===== config.mk =====
export PLATFORM = sky130hd
export DESIGN_NAME = qft_phase_sched
export DESIGN_NICKNAME = d
export VERILOG_FILES = /design/src/rtl/qft_pkg.sv /design/src/rtl/qft_twiddle_rom.sv /design/src/rtl/qft_phase_sched.sv
export SDC_FILE = /design/constraint.sdc
export NUM_CORES = 1
export LEC_CHECK = 0
export CAP_MARGIN = 20
export CORE_MARGIN = 2
export CORE_UTILIZATION = 41
export CTS_CLUSTER_SIZE = 28
export DETAILED_ROUTE_END_ITERATION = 8
export PLACE_DENSITY = 0.81
export SLEW_MARGIN = 10
export SYNTH_ARGS = -nofsm -noshare
export SYNTH_HDL_FRONTEND = slang
export SYNTH_SLANG_ARGS = --single-unit

===== constraint.sdc =====
create_clock -name clk -period 2.6 [get_ports clk]
set_clock_uncertainty 0.1 [all_clocks]
set_input_delay 0.26 -clock clk [delete_from_list [all_inputs] [get_ports clk]]
set_output_delay 0.26 -clock clk [all_outputs]
set_load 0.03 [all_outputs]

===== src/rtl/qft_pkg.sv =====
// ============================================================================
// Module      : qft_pkg
// Description : Shared widths, FSM state type and Q1.10 twiddle table for the
//               QFT controlled-phase sequencer.
// Revision    : 1.0 - initial release
// ============================================================================
`default_nettype none

package qft_pkg;

  localparam int AMP_W      = 8;
  localparam int TW_W       = 12;
  localparam int RES_W      = 13;
  localparam int FRAC_SHIFT = 5;

  typedef enum logic [2:0] {
    ST_IDLE  = 3'd0,
    ST_FETCH = 3'd1,
    ST_CALC  = 3'd2,
    ST_EMIT  = 3'd3,
    ST_DONE  = 3'd4
  } state_t;

  // Entry n holds the twiddle for rotation order k = n+1.
  localparam logic signed [TW_W-1:0] TW_COS [8] = '{
    -12'sd1024, 12'sd0, 12'sd724, 12'sd946,
    12'sd1004, 12'sd1019, 12'sd1023, 12'sd1024
  };

  localparam logic signed [TW_W-1:0] TW_SIN [8] = '{
    12'sd0, 12'sd1024, 12'sd724, 12'sd392,
    12'sd200, 12'sd100, 12'sd50, 12'sd25
  };

endpackage

`default_nettype wire


===== src/rtl/qft_twiddle_rom.sv =====
// ============================================================================
// Module      : qft_twiddle_rom
// Description : Combinational rotation-order to (cos, sin) lookup; orders
//               outside 1..8 return the identity twiddle (1024, 0).
// Revision    : 1.0 - initial release
// ============================================================================
`default_nettype none

module qft_twiddle_rom
  import qft_pkg::*;
(
  input  logic        [3:0]      i_k,
  output logic signed [TW_W-1:0] o_cos,
  output logic signed [TW_W-1:0] o_sin
);

  logic       w_k_ok;
  logic [2:0] w_sel;

  assign w_k_ok = (i_k >= 4'd1) && (i_k <= 4'd8);
  // k=8 wraps to 0 in three bits, so subtracting one lands on entry 7.
  assign w_sel  = i_k[2:0] - 3'd1;

  always_comb begin
    o_cos = 12'sd1024;
    o_sin = 12'sd0;
    if (w_k_ok) begin
      o_cos = TW_COS[w_sel];
      o_sin = TW_SIN[w_sel];
    end
  end

endmodule

`default_nettype wire


===== src/rtl/qft_phase_sched.sv =====
// ============================================================================
// Module      : qft_phase_sched
// Description : Applies one controlled-phase gate R_k across a 2^NQ amplitude
//               vector, one result per index on a valid/ready stream.
//               Optional conjugate twiddle via macro QFT_INVERSE_EN.
// Revision    : 1.0 - initial release
// ============================================================================
`default_nettype none

module qft_phase_sched
  import qft_pkg::*;
#(
  parameter int NQ = 3
) (
  input  logic                    clk,
  input  logic                    rst,
  input  logic                    start,
  input  logic        [2:0]       cfg_ctrl,
  input  logic        [2:0]       cfg_tgt,
  input  logic        [3:0]       cfg_k,
`ifdef QFT_INVERSE_EN
  input  logic                    cfg_inv,
`endif
  output logic                    busy,
  output logic                    done,
  output logic                    err,
  output logic                    mem_rd_en,
  output logic        [NQ-1:0]    mem_addr,
  input  logic signed [AMP_W-1:0] mem_rd_r,
  input  logic signed [AMP_W-1:0] mem_rd_i,
  output logic signed [AMP_W-1:0] mul_in_r,
  output logic signed [AMP_W-1:0] mul_in_i,
  output logic signed [TW_W-1:0]  mul_cos,
  output logic signed [TW_W-1:0]  mul_sin,
  input  logic signed [RES_W-1:0] mul_out_r,
  input  logic signed [RES_W-1:0] mul_out_i,
  output logic                    out_valid,
  input  logic                    out_ready,
  output logic        [NQ-1:0]    out_addr,
  output logic signed [RES_W-1:0] out_r,
  output logic signed [RES_W-1:0] out_i
);

  localparam logic [3:0] c_nq = 4'(NQ);

  state_t                  r_state;
  logic        [NQ-1:0]    r_idx;
  logic        [2:0]       r_ctrl;
  logic        [2:0]       r_tgt;
  logic        [3:0]       r_k;
  logic                    r_inv;
  logic                    r_busy;
  logic                    r_done;
  logic                    r_err;
  logic                    r_rd_en;
  logic        [NQ-1:0]    r_mem_addr;
  logic                    r_out_valid;
  logic        [NQ-1:0]    r_out_addr;
  logic signed [RES_W-1:0] r_out_r;
  logic signed [RES_W-1:0] r_out_i;

  logic                    w_cfg_ok;
  logic                    w_inv_in;
  logic        [7:0]       w_idx_x;
  logic                    w_rot;
  logic                    w_rot_calc;
  logic signed [TW_W-1:0]  w_rom_cos;
  logic signed [TW_W-1:0]  w_rom_sin;
  logic signed [TW_W-1:0]  w_sin_sel;
  logic signed [RES_W-1:0] w_pass_r;
  logic signed [RES_W-1:0] w_pass_i;
  logic signed [RES_W-1:0] w_res_r;
  logic signed [RES_W-1:0] w_res_i;
  logic        [NQ-1:0]    w_idx_nxt;

  assign w_cfg_ok = ({1'b0, cfg_ctrl} < c_nq) && ({1'b0, cfg_tgt} < c_nq) &&
                    (cfg_k >= 4'd1) && (cfg_k <= 4'd8);

`ifdef QFT_INVERSE_EN
  assign w_inv_in  = cfg_inv;
  assign w_sin_sel = r_inv ? -w_rom_sin : w_rom_sin;
`else
  assign w_inv_in  = 1'b0;
  assign w_sin_sel = w_rom_sin;
`endif

  // Zero-extend so the 3-bit qubit selects always address a legal bit.
  assign w_idx_x    = 8'(r_idx);
  assign w_rot      = w_idx_x[r_ctrl] & w_idx_x[r_tgt];
  assign w_rot_calc = (r_state == ST_CALC) && w_rot;
  assign w_idx_nxt  = r_idx + NQ'(1);

  qft_twiddle_rom u_rom (
    .i_k   (r_k),
    .o_cos (w_rom_cos),
    .o_sin (w_rom_sin)
  );

  // The multiplier is combinational, so its operands live only in CALC.
  assign mul_in_r = w_rot_calc ? mem_rd_r  : '0;
  assign mul_in_i = w_rot_calc ? mem_rd_i  : '0;
  assign mul_cos  = w_rot_calc ? w_rom_cos : '0;
  assign mul_sin  = w_rot_calc ? w_sin_sel : '0;

  assign w_pass_r = RES_W'(mem_rd_r) <<< FRAC_SHIFT;
  assign w_pass_i = RES_W'(mem_rd_i) <<< FRAC_SHIFT;
  assign w_res_r  = w_rot ? mul_out_r : w_pass_r;
  assign w_res_i  = w_rot ? mul_out_i : w_pass_i;

  always_ff @(posedge clk or posedge rst) begin
    if (rst) begin
      r_state     <= ST_IDLE;
      r_idx       <= '0;
      r_ctrl      <= '0;
      r_tgt       <= '0;
      r_k         <= '0;
      r_inv       <= 1'b0;
      r_busy      <= 1'b0;
      r_done      <= 1'b0;
      r_err       <= 1'b0;
      r_rd_en     <= 1'b0;
      r_mem_addr  <= '0;
      r_out_valid <= 1'b0;
      r_out_addr  <= '0;
      r_out_r     <= '0;
      r_out_i     <= '0;
    end else begin
      r_err   <= 1'b0;
      r_done  <= 1'b0;
      r_rd_en <= 1'b0;
      case (r_state)
        ST_IDLE: begin
          if (start) begin
            if (!w_cfg_ok) begin
              r_err <= 1'b1;
            end else begin
              r_ctrl     <= cfg_ctrl;
              r_tgt      <= cfg_tgt;
              r_k        <= cfg_k;
              r_inv      <= w_inv_in;
              r_idx      <= '0;
              r_busy     <= 1'b1;
              r_rd_en    <= 1'b1;
              r_mem_addr <= '0;
              r_state    <= ST_FETCH;
            end
          end
        end
        ST_FETCH: begin
          r_state <= ST_CALC;
        end
        ST_CALC: begin
          r_out_r     <= w_res_r;
          r_out_i     <= w_res_i;
          r_out_addr  <= r_idx;
          r_out_valid <= 1'b1;
          r_state     <= ST_EMIT;
        end
        ST_EMIT: begin
          if (out_ready) begin
            r_out_valid <= 1'b0;
            if (r_idx == '1) begin
              r_done  <= 1'b1;
              r_state <= ST_DONE;
            end else begin
              r_idx      <= w_idx_nxt;
              r_rd_en    <= 1'b1;
              r_mem_addr <= w_idx_nxt;
              r_state    <= ST_FETCH;
            end
          end
        end
        ST_DONE: begin
          r_busy  <= 1'b0;
          r_state <= ST_IDLE;
        end
        default: begin
          r_busy  <= 1'b0;
          r_state <= ST_IDLE;
        end
      endcase
    end
  end

  assign busy      = r_busy;
  assign done      = r_done;
  assign err       = r_err;
  assign mem_rd_en = r_rd_en;
  assign mem_addr  = r_mem_addr;
  assign out_valid = r_out_valid;
  assign out_addr  = r_out_addr;
  assign out_r     = r_out_r;
  assign out_i     = r_out_i;

endmodule

`default_nettype wire


==> flow_summary_export.csv <==
group,metric,value,unit
route,first_iter_violations,130,
cts,cts_tree,"built",
layout,final_cells,496,
grt,grt.total_usage,0.199,
yosys,synth-simple-area-share,0.192,
timing,fin_ws,0.106,ns
setup_path,r2r_slack,0.64,ns
setup_path,r2r-start,"r_ctrl[0]",
die,num_io_pins,133,
timing,drv_slew,0,
timing,relSlewSlack,0.635,
cts,clk_latency,0.30,ns
route,vias,2646,
yosys,yosysTopAreaCellShare,0.449,
route,totalWireLength,7.53,mm
layout,drive_gt1_frac,0.260,
timing,max_freq,401,MHz
timing,hold_violations,0,
grt,grt_first_pass_wirelength,12.0,mm
timing,tightest_slew,0.547,ns
yosys,synth_compound_area_frac,0.218,
setup_path,crit_arrival,2.13,ns
power,p_per_area,1120,nW/µm²
die,die_area,7460,µm²
yosys,syn_area_per_cell,9.77,µm²
setup_path,path_class,"register to output port",
placement,port_buffers,131,
power,irDropWorstVdd,522,µV
yosys,synth_cell_types,42,
power,p_leak,1.95,nW
yosys,synth_most_common_cell,"dfrtp_1",
yosys,synth_top_family_by_area,"compound AO/OA/AOI/OAI gates",
die,die_h,86.4,µm
yosys,yosys-top-cells-area,"dfrtp_1, a21bo_2, and3_1, a21oi_1, ha_1",
layout,fin_util,0.638,
yosys,synth_nets,351,
grt,gr-total-overflow,0,
setup_path,startpoint_type,"register",
yosys,yosys-top-cells-count,"dfrtp_1, nor2_1, a21oi_1",
grt,grt_max_degree,44,
route,remaining_drc_errors,0,
cts,cts_num_sinks,50,
run_status,status,"complete, no violations",
yosys,synth.area.mux_share,0.0360,
route,via_per_inst,5.33,
yosys,ys_seq_elements,50,
cts,clk_pin_slew_worst_paths,0.10,ns
yosys,synth_top_area_cell,"dfrtp_1",
placement,dp_hpwl,5.43,mm
die,initial_core_util,0.417,
setup_path,reg2regPathDepth,7,
timing,fin_crit,2.49,ns
die,die_w,86.4,µm
placement,dp_cells,485,
grt,grt_pass1_vias,2457,
grt,antenna_found_initial,0,
timing,holdWs,0.199,ns
cts,htree_num_levels,2,
cts,cts-root-buf,"clkbuf_8",
layout,fillers,554,
yosys,synthFlopType,"dfrtp_1",
layout,final_net_count,481,
setup_path,crit_fanout,13,
setup_path,r2r_end,"out_r[10]",
die,row_count,30,
setup_path,cp-end-kind,"output port",
yosys,synth_area,2780,µm²
die,core,6680,µm²
timing,setup_viol,0,
timing,min_period_over_period,0.959,
yosys,yosysWarnings,0,
setup_path,required,2.24,ns
yosys,async_reset_ff_frac,1.00,
yosys,yosysSeqAreaShare,0.449,
yosys,synth_edf_count,0,
route,antenna_left,0,
yosys,synth_adder_area_share,0.0449,
route,wire_per_inst,15.2,µm
cts,cts_hold_buffers,0,
placement,place_worst_setup_slack,0.199,ns
route,dr.pass1.iters,4,
flow_run,maxCapViolations,0,
power,power,4.78,mW
cts,cts_buffer_depth,2,
layout,diodes,0,
yosys,synthCells,285,
yosys,synthXorXnorAreaFrac,0,
placement,gp_congestion,0.842,
cts,numCtsBuffers,5,
hold_path,hold_path.class,"input pin to async pin",
layout,syn2layout_area_growth,53.1,%
-- how the worst max path moves through the flow --
stage,endpoint,slack [ns],depth (start not counted),startpoint
finish,mul_cos[6],0.11,8,r_k[1]
global route,mul_cos[5],-0.03,8,r_k[1]
CTS,mul_cos[4],0.01,8,r_k[1]
detailed placement,r_tgt[1],0.20,6,cfg_tgt[0]
global placement,r_tgt[1],0.24,6,cfg_tgt[0]
floorplan,mul_cos[9],-0.05,6,r_state[0]
-- cells in the final DEF (no fill, tap or decap), drive strengths merged, types with 2 or more instances in the layout --
cell type / instances
a211oi: 2
nor3: 7
and2: 5
nand3: 3
nor2: 28
mux2: 8
inv: 8
a31oi: 17
nand3b: 2
dfrtp: 50
and3: 21
buf: 53
a22o: 10
nand2b: 4
clkdlybuf4s50: 92
ha: 10
a21oi: 25
nor2b: 5
a21bo: 16
o21ai: 5
nor4: 2
a22oi: 2
nand2: 21
clkbuf: 6
-- critical path: stages (launching register included) --
cell     delay (ns)
dfrtp_1        0.40
inv_2          0.08
ha_4           0.18
ha_2           0.51
inv_1          0.18
nand2_1        0.12
o21ai_0        0.07
nor2b_1        0.12
buf_4          0.17
-- layer usage --
metal  global-route usage  share of wire  vias up
met2                0.333           0.49       98
met5                    0              0        -
li1                     -              -     1276
met1                0.263           0.43     1262
met4               0.0497          0.014        0
met3               0.0457          0.068       10
-- through the flow --
| step | setup TNS (ns) | cell area [µm²] |
|---|---|---|
| after floorplan | -0.125 | 2800 |
| after global placement | 0 | 4090 |
| after detailed placement | 0 | 4090 |
| after CTS | 0 | 4220 |
| after global routing | -0.104 | 4260 |
| final | 0 | 4260 |
-- cell type report --
| class | count | area, µm² | area share |
|---|---|---|---|
| clock buffers | 6 | 82.6 | 0.0194 |
| repair buffers | 145 | 1340 | 0.313 |
| multi-input cells | 206 | 1450 | 0.340 |
| inverters | 7 | 26.3 | 0.00616 |
| clock inverters | 2 | 16.3 | 0.00382 |
| flip-flops and latches | 50 | 1250 | 0.294 |
| well taps | 80 | 100 | 0.0235 |
-- registers in the layout, indices dropped and copies added (netlist names), 3 cells and up --
| signal | count |
|---|---|
| mem_addr | 3 |
| out_i | 13 |
| out_r | 13 |
| r_ctrl | 3 |
| r_state | 3 |
| out_addr | 3 |
| r_k | 4 |
| r_tgt | 3 |
-- where the power goes --
| part | switching [mW] | internal (mW) | total (mW) | leakage (nW) |
|---|---|---|---|---|
| logic | 1.74 | 1.24 | 2.98 | 1.28 |
| clock network | 0.273 | 0.220 | 0.493 | 0.0478 |
| registers | 0.217 | 1.09 | 1.31 | 0.623 |
| total | 2.23 | 2.54 | 4.78 | 1.95 |
-- kinds of logic after synthesis --
group / after synthesis
compound gates: 85
mux: 9
other cells: 1
simple gates: 100
buf+inv: 30
flops: 50
fa+ha+maj: 10
-- timing repair --
action                                  in CTS  in global routing
endpoints found under the setup margin      16                 23
buffers inserted                             1                  1
pin swaps                                    3                  2
cloned                                       1                  0
gates resized for setup                      5                 10
(Power assumes the default switching activity.)
